## src/rtl/keccak_pkg.sv

```systemverilog
// Shared Keccak lane constants, state encoding and lane-index helpers for the theta stream.
package keccak_pkg;

  localparam int unsigned NLANE_X = 5;
  localparam int unsigned NLANE_Y = 5;

  typedef enum logic [1:0] {
    StLoad,
    StCalc,
    StDrain
  } theta_state_e;

  // Column to the "left" of x, wrapping modulo 5.
  function automatic int unsigned xm1(input int unsigned x);
    return (x + NLANE_X - 1) % NLANE_X;
  endfunction

  // Column to the "right" of x, wrapping modulo 5.
  function automatic int unsigned xp1(input int unsigned x);
    return (x + 1) % NLANE_X;
  endfunction

  // Rotate the low w bits of lane left by one; bits at or above w come back as zero.
  // Lanes are carried in a 64-bit container so one helper serves every legal width.
  function automatic logic [63:0] rol1(input logic [63:0] lane, input int unsigned w);
    logic [63:0] r;
    r = '0;
    for (int unsigned i = 0; i < 64; i++) begin
      if (i < w) begin
        r[6'((i + 1) % w)] = lane[6'(i)];
      end
    end
    return r;
  endfunction

endpackage

```

## src/rtl/theta_plane_stream_d_calc.sv

```systemverilog
// Combinational theta D computation: D[x] = C[x-1] ^ ROL(C[x+1], 1) over W-bit lanes.
module theta_d_calc
  import keccak_pkg::*;
#(
  parameter int unsigned W = 64
) (
  input  logic [NLANE_X*W-1:0] i_c,
  output logic [NLANE_X*W-1:0] o_d
);

  // Each D lane mixes its left neighbour with the rotated right neighbour.
  always_comb begin
    o_d = '0;
    for (int unsigned x = 0; x < NLANE_X; x++) begin
      o_d[x*W +: W] = i_c[xm1(x)*W +: W] ^ W'(rol1(64'(i_c[xp1(x)*W +: W]), W));
    end
  end

endmodule

```

## src/rtl/theta_plane_stream.sv

```systemverilog
// Streaming Keccak theta: loads 5 planes while accumulating column parity, computes D once,
// then replays the stored planes with every lane XORed by its column's D value.
module theta_plane_stream
  import keccak_pkg::*;
#(
  parameter int unsigned W = 64
) (
  input  logic                 clk,
  input  logic                 rst,
  input  logic                 in_valid,
  output logic                 in_ready,
  input  logic [NLANE_X*W-1:0] in_data,
  input  logic                 in_bypass,
  output logic                 out_valid,
  input  logic                 out_ready,
  output logic [NLANE_X*W-1:0] out_data,
  output logic                 out_last,
  output logic                 busy
);

  localparam int unsigned PW = NLANE_X * W;

  theta_state_e r_state;
  theta_state_e w_state_d;

  logic [2:0]    r_row;
  logic [PW-1:0] r_c;
  logic [PW-1:0] r_d;
  logic          r_bypass;
  logic [PW-1:0] r_plane [NLANE_Y];

  logic [PW-1:0] w_d;
  logic          w_in_hs;
  logic          w_out_hs;
  logic          w_row_last;

  assign w_in_hs    = in_valid & in_ready;
  assign w_out_hs   = out_valid & out_ready;
  assign w_row_last = (r_row == 3'd4);

  theta_d_calc #(
    .W (W)
  ) u_d_calc (
    .i_c (r_c),
    .o_d (w_d)
  );

  // Next-state: LOAD for 5 accepted beats, one CALC cycle, DRAIN for 5 accepted beats.
  always_comb begin
    w_state_d = r_state;
    unique case (r_state)
      StLoad:  if (w_in_hs && w_row_last) w_state_d = StCalc;
      StCalc:  w_state_d = StDrain;
      StDrain: if (w_out_hs && w_row_last) w_state_d = StLoad;
      default: w_state_d = StLoad;
    endcase
  end

  // Handshake flags and output beat; out_data is forced to zero whenever nothing is offered.
  always_comb begin
    in_ready  = 1'b0;
    out_valid = 1'b0;
    out_last  = 1'b0;
    busy      = 1'b0;
    out_data  = '0;
    unique case (r_state)
      StLoad: in_ready = 1'b1;
      StCalc: busy = 1'b1;
      StDrain: begin
        busy      = 1'b1;
        out_valid = 1'b1;
        out_last  = w_row_last;
        out_data  = r_plane[r_row] ^ r_d;
      end
      default: ;
    endcase
  end

  // Control state, row counter, column parity, D and bypass flag.
  always_ff @(posedge clk) begin
    if (rst) begin
      r_state  <= StLoad;
      r_row    <= 3'd0;
      r_c      <= '0;
      r_d      <= '0;
      r_bypass <= 1'b0;
    end else begin
      r_state <= w_state_d;
      unique case (r_state)
        StLoad: begin
          if (w_in_hs) begin
            // Beat 0 restarts the parity so no residue from a previous block survives.
            r_c   <= (r_row == 3'd0) ? in_data : (r_c ^ in_data);
            r_row <= w_row_last ? 3'd0 : (r_row + 3'd1);
            if (r_row == 3'd0) r_bypass <= in_bypass;
          end
        end
        StCalc: r_d <= r_bypass ? '0 : w_d;
        StDrain: begin
          if (w_out_hs) r_row <= w_row_last ? 3'd0 : (r_row + 3'd1);
        end
        default: ;
      endcase
    end
  end

  // Plane storage carries no reset; contents only matter after a full LOAD.
  always_ff @(posedge clk) begin
    if (w_in_hs) r_plane[r_row] <= in_data;
  end

endmodule

```

## config.mk

```make
export PLATFORM = sky130hd
export DESIGN_NAME = theta_plane_stream
export DESIGN_NICKNAME = d
export VERILOG_FILES = /design/src/rtl/keccak_pkg.sv /design/src/rtl/theta_plane_stream_d_calc.sv /design/src/rtl/theta_plane_stream.sv
export SDC_FILE = /design/constraint.sdc
export NUM_CORES = 2
export LEC_CHECK = 0
export CAP_MARGIN = 5
export CORE_UTILIZATION = 62
export DETAILED_ROUTE_END_ITERATION = 8
export PLACE_DENSITY = 0.83
export SKIP_CTS_REPAIR_TIMING = 1
export SYNTH_ARGS = -nofsm -noshare
export SYNTH_HDL_FRONTEND = slang
export SYNTH_SLANG_ARGS = --single-unit
```

## constraint.sdc

```tcl
create_clock -name clk -period 70.3 [get_ports clk]
set_input_delay 10.545 -clock clk [delete_from_list [all_inputs] [get_ports clk]]
set_output_delay 10.545 -clock clk [all_outputs]
set_load 0.02 [all_outputs]
```

# --- Word-level counts from Yosys, hierarchy flattened ---
# Memories as Yosys holds them, arrays and structs flattened. A register that Yosys moved wholly into a read port is not among the register bits.
# Index checks and enable logic that the tools add are counted.
classes:
  muxes: 18
  n_bitwise: 9
  reduce_logical: 10
  add_sub_neg: 1
  n_eq_ne: 7
ops:
  columns: ["cell", "n"]
  rows:
  - ["320-bit 2-to-1 mux", 3]
  - ["320-bit bitwise XOR", 2]
  - ["64-bit bitwise XOR", 5]
  - ["3-bit 2-to-1 mux", 5]
  - ["2-bit != test (second input constant)", 4]
  - ["1-bit 2-to-1 mux", 6]
  - ["2-bit case mux with 3 select lines", 1]
  - ["3-bit case mux with 2 select lines", 1]
  - ["3-bit AND reduction", 2]
  - ["2-bit 2-to-1 mux", 2]
  - ["2-bit AND reduction", 2]
  - ["3-bit by 1-bit adder with 3-bit output (second input constant)", 1]
  - ["3-bit equality test (second input constant)", 1]
  - ["3-bit zero test", 1]
  - ["1-bit bitwise AND", 2]
  - ["2-bit by 1-bit equality test with 1-bit output (second input constant)", 1]
  - ["2-bit equality test (second input constant)", 1]
  - ["1-bit logical AND", 2]
  - ["2-bit zero test", 1]
  - ["2-bit nonzero test", 1]
  - ["2-bit OR reduction", 1]
word_totals:
  ff_bits: 646
  mem_bits_rw: 1600
  word_cells: 51
  inputBits: 325
  memories: 1
  output_inout_bits: 324
mem_list:
  columns: ["name", "words", "width", "rd", "rd_ports_with_merged_regs", "wr", "line", "text"]
  rows:
  - ["r_plane", 5, 320, 1, 1, 1, "theta_plane_stream.sv:30", "logic [PW-1:0] r_plane [NLANE_Y];"]

# --- Depth between registers and ports, before layout ---
depth:
  word_depth: 7
  mapped_depth: 9
  mapped_depth_nobuf: 5

# --- Cells and area by module ---
# Synthesis repeated with hierarchy kept, for this count alone.
unflattened:
  hier_cells: 9094
  area_unflattened_um2: 109319.8
by_module_without_submodules:
  columns: ["mod", "cells_per_inst", "area_each_um2", "seq_area_each_um2", "n_inst"]
  rows:
  - ["theta_plane_stream", 8774, 106517.2, 61038.5, 1]
  - ["theta_d_calc", 320, 2802.7, 0.0, 1]

# --- Worst setup path before layout ---
# Ideal clock, no wire load.
synth_timing:
  kind: "input to register"
  startpoint: "input in_valid"
  endpoint: "memory r_plane[1][0] in the netlist's numbering, enable pin"
  cell_stages: 2
  setup_time_ns: 1.783
  path_slack_ns: 27.870
  n_path_buf: 0
  arrival_time_ns: 40.647
  required_ns: 68.517
  path_cell_list: "nand2_1 > nor4_1"
synth_between:
  elab_chain_len: 3
synth_rtl:
  columns: ["item", "line", "text"]
  rows:
  - ["start, declared", "theta_plane_stream.sv:10", "input logic in_valid,"]
  - ["1-bit bitwise AND", "theta_plane_stream.sv:37", "assign w_in_hs = in_valid & in_ready;"]
  - ["1-bit 2-to-1 mux", "theta_plane_stream.sv:109", "if (w_in_hs) r_plane[r_row] <= in_data;"]
  - ["1-bit 2-to-1 mux (implied by the code)", "theta_plane_stream.sv:109", null]
  - ["end, declared", "theta_plane_stream.sv:30", null]
# Every way passes these cells.

==> impl_metrics.py <==
metrics = {
    "critical_path": {
        "reg2reg_to": "r_c[151]$_SDFFE_PP0P_",
        "startpoint_type": "register",
        "crit_path_max_fanout": 85,
        "rrSetupSlack_ns": 64.60,
        "worst-setup-path-type": "reg2out",
        "arrival_ns": 6.75,
        "crit_required_ns": 59.75,
        "setup.worst_path.end_class": "output port",
        "r2r_start": "r_row[0]$_SDFFE_PP0N_",
        "rr_worst_depth": 9,
    },
    "clocking": {
        "htreeDepth": 4,
        "cts-buffers-inserted": 223,
        "clock_latency_ns": 0.87,
        "clk_path_buf_depth": 3,
        "clock_sinks": 2249,
        "cts_tree": "done",
        "clk_root_buffer_cell": "clkbuf_16",
        "clk_pin_slew_ns": 0.06,
    },
    "sta": {
        "maxSlewViolCount": 0,
        "fin_skew_ns": 0.0289,
        "holdWs_ns": 0.520,
        "rsz0062_at_grt": "false",
        "max_freq_mhz": 57.8,
        "period_share_pct": 24.6,
        "setup_tns_ns": 0,
        "setup_viol": 0,
        "tightest_slew_ns": 1.45,
        "final_hold_viol_count": 0,
        "slew_headroom_pct": 3.38,
        "period_minus_slack_ns": 17.30,
    },
    "floorplan": {
        "num_io_pins": 649,
        "dieArea_um2": 178000,
        "rows": 153,
        "die_w_um": 422,
        "start_util_pct": 62.6,
        "die_h_um": 422,
        "core_area_um2": 175000,
    },
    "logic_synthesis": {
        "synth_edf_count": 1600,
        "ys_types": 38,
        "ys_top_cells_by_area": "edfxtp_1 44%, dfxtp_1 12%, o2111ai_1 5.1%",
        "seq_area_frac_synth_pct": 55.8,
        "ys_seq_elements": 2249,
        "ys.warnings.count": 0,
        "syn_avg_cell_area_um2": 12.0,
        "synthFlopType": "edfxtp_1",
        "yosysTopAreaCell": "edfxtp_1",
        "synth.top_cell.area_share_pct": 43.9,
        "async_flop_share_pct": 0,
        "syn_inst": 9095,
        "netlist_area_um2": 109000,
        "mappedNetlistNets": 9428,
    },
    "global_route": {
        "antenna_found_initial": 69,
        "top_usage_layer": "met2",
        "grt_pass1_wl_mm": 463,
        "overflow": 0,
        "grt_pass1_vias": 80700,
        "use_met2_pct": 54.1,
        "grtUsageMet3_pct": 5.43,
        "met1_usage_pct": 40.8,
        "grt_max_degree": 238,
        "grt_usage_pct": 33.2,
    },
    "power_and_ir_drop": {
        "p_leak_nw": 41.4,
        "p_per_area_nw_per_um2": 23.9,
        "irDropWorstVdd_mv": 0.0256,
    },
    "drt": {
        "drt-initial-drc-count": 9016,
        "drcViolationCount": 0,
        "ant_nets": 0,
        "route.detailed.wl_per_inst_um": 25.8,
        "first_pass_iters": 6,
        "viasPerCell": 6.87,
        "vias": 82000,
        "wirelength_mm": 308,
    },
    "place": {
        "place_hpwl_mm": 183,
        "place_congestion": 0.852,
        "place.port_buffers": 648,
    },
    "finish": {
        "fin_nets": 9677,
        "syn_to_final_growth_pct": 13.8,
        "layout.area.seq_um2": 61000,
        "drive_gt1_share_pct": 11.6,
        "fillers": 11300,
        "final_util_pct": 71.2,
        "multi_input_area_um2": 43900,
    },
    "worst_hold_path": {
        "min_from": "r_bypass$_SDFFE_PP0P_",
        "whs_endpoint": "r_bypass$_SDFFE_PP0P_",
        "hold_depth": 2,
        "hold_class": "reg2reg",
    },
    "flow_run": {
        "maxCapViolCount": 0,
    },
    "run_status": {
        "run_status": "complete, no violations",
    },
}
[worst max-delay path: stages (launching register included)]
cell	delay, ns
dfxtp_4	0.94
or2_4	0.78
buf_4	0.71
buf_4	0.88
buf_4	0.99
o31ai_1	0.21
nand4b_1	0.46
clkdlybuf4s50_1	0.67
[power breakdown]
part | leakage [nW] | switching, mW | total, mW | internal (mW)
Sequential | 19.9 | 0.0245 | 1.49 | 1.46
Clock | 3.86 | 0.520 | 1.26 | 0.738
Combinational | 17.6 | 0.145 | 0.224 | 0.0788
Total | 41.4 | 0.689 | 2.97 | 2.28
[cells by family (layout without fill, tap and decap cells)]
logic type / count (synthesis) / after routing / synth area share [%]
flip-flops: 2249 / 2249 / 55.8
multiplexers: 643 / 643 / 7.58
other: 0 / 56 / 0
AND/OR/NAND/NOR: 2586 / 2586 / 14.8
XOR/XNOR: 320 / 320 / 2.56
adder cells (fa/ha/maj): 8 / 8 / 0.0916
AO/OA/AOI/OAI: 2251 / 2251 / 15.1
buffers and inverters: 1038 / 1489 / 4.07
[synth_stat cells (18+ instances only)]
cell type / number
a211o_1: 320
a21oi_1: 645
buf_1: 18
buf_2: 179
buf_6: 41
clkbuf_1: 469
dfxtp_1: 649
edfxtp_1: 1600
inv_1: 324
mux2_2: 361
mux2_4: 280
nand2_1: 322
nand2b_1: 325
nand4b_1: 639
nor2_1: 320
nor2b_1: 643
o2111ai_1: 640
o211ai_1: 320
o31ai_1: 320
or3_1: 319
xor2_1: 320
[metal layers]
layer	routed length (um)	share of wire, %
met1	116000	38
met2	147000	48
met3	25400	8.2
met4	19900	6.5
met5	179	0.058
[through the flow]
stage                     total power, mW  worst slack (ns)  cells  instance area [um^2]
after floorplan                      1.68             27.87   9095                109000
after global placement               1.72             54.33  11400                116000
after detailed placement             1.73             54.12  11400                116000
after CTS                            2.97             53.17  11900                124000
after global routing                 3.04             52.76  11900                124000
final                                2.97             53.00  11900                124000
[sequential cells by signal (all words and copies together), names as in the netlist, named ones only]
signal,flops
r_c,320
r_d,320
r_bypass,1
r_row,3
r_plane,1600
r_state,2
[worst max-delay path by stage]
| stage | start | end |
|---|---|---|
| floorplan | in_valid | r_plane[1][0]$_DFFE_PP_ |
| global placement | register | out_data[84] |
| detailed placement | register | out_data[181] |
| CTS | register | out_data[181] |
| global route | register | out_data[180] |
| finish | register | out_data[157] |
[final cells by class]
type                    instances  share of cell area (%)
well taps                    2325                    2.34
diodes                         56                   0.113
repair buffers                738                    5.89
inverters                     324                   0.978
flip-flops and latches       2249                    49.1
clock inverters               114                    1.05
multi-input cells            5808                    35.3
clock buffers                 313                    5.23
[placed cells by master (no fill, tap or decap), drive strengths merged, types with 322 or more instances in the layout]
| cell | n |
|---|---|
| a21oi | 645 |
| clkdlybuf4s50 | 647 |
| dfxtp | 649 |
| edfxtp | 1600 |
| inv | 336 |
| mux2 | 641 |
| nand2 | 322 |
| nand2b | 325 |
| nand4b | 639 |
| nor2b | 643 |
| o2111ai | 640 |
Power figures use the tool's default switching activity.
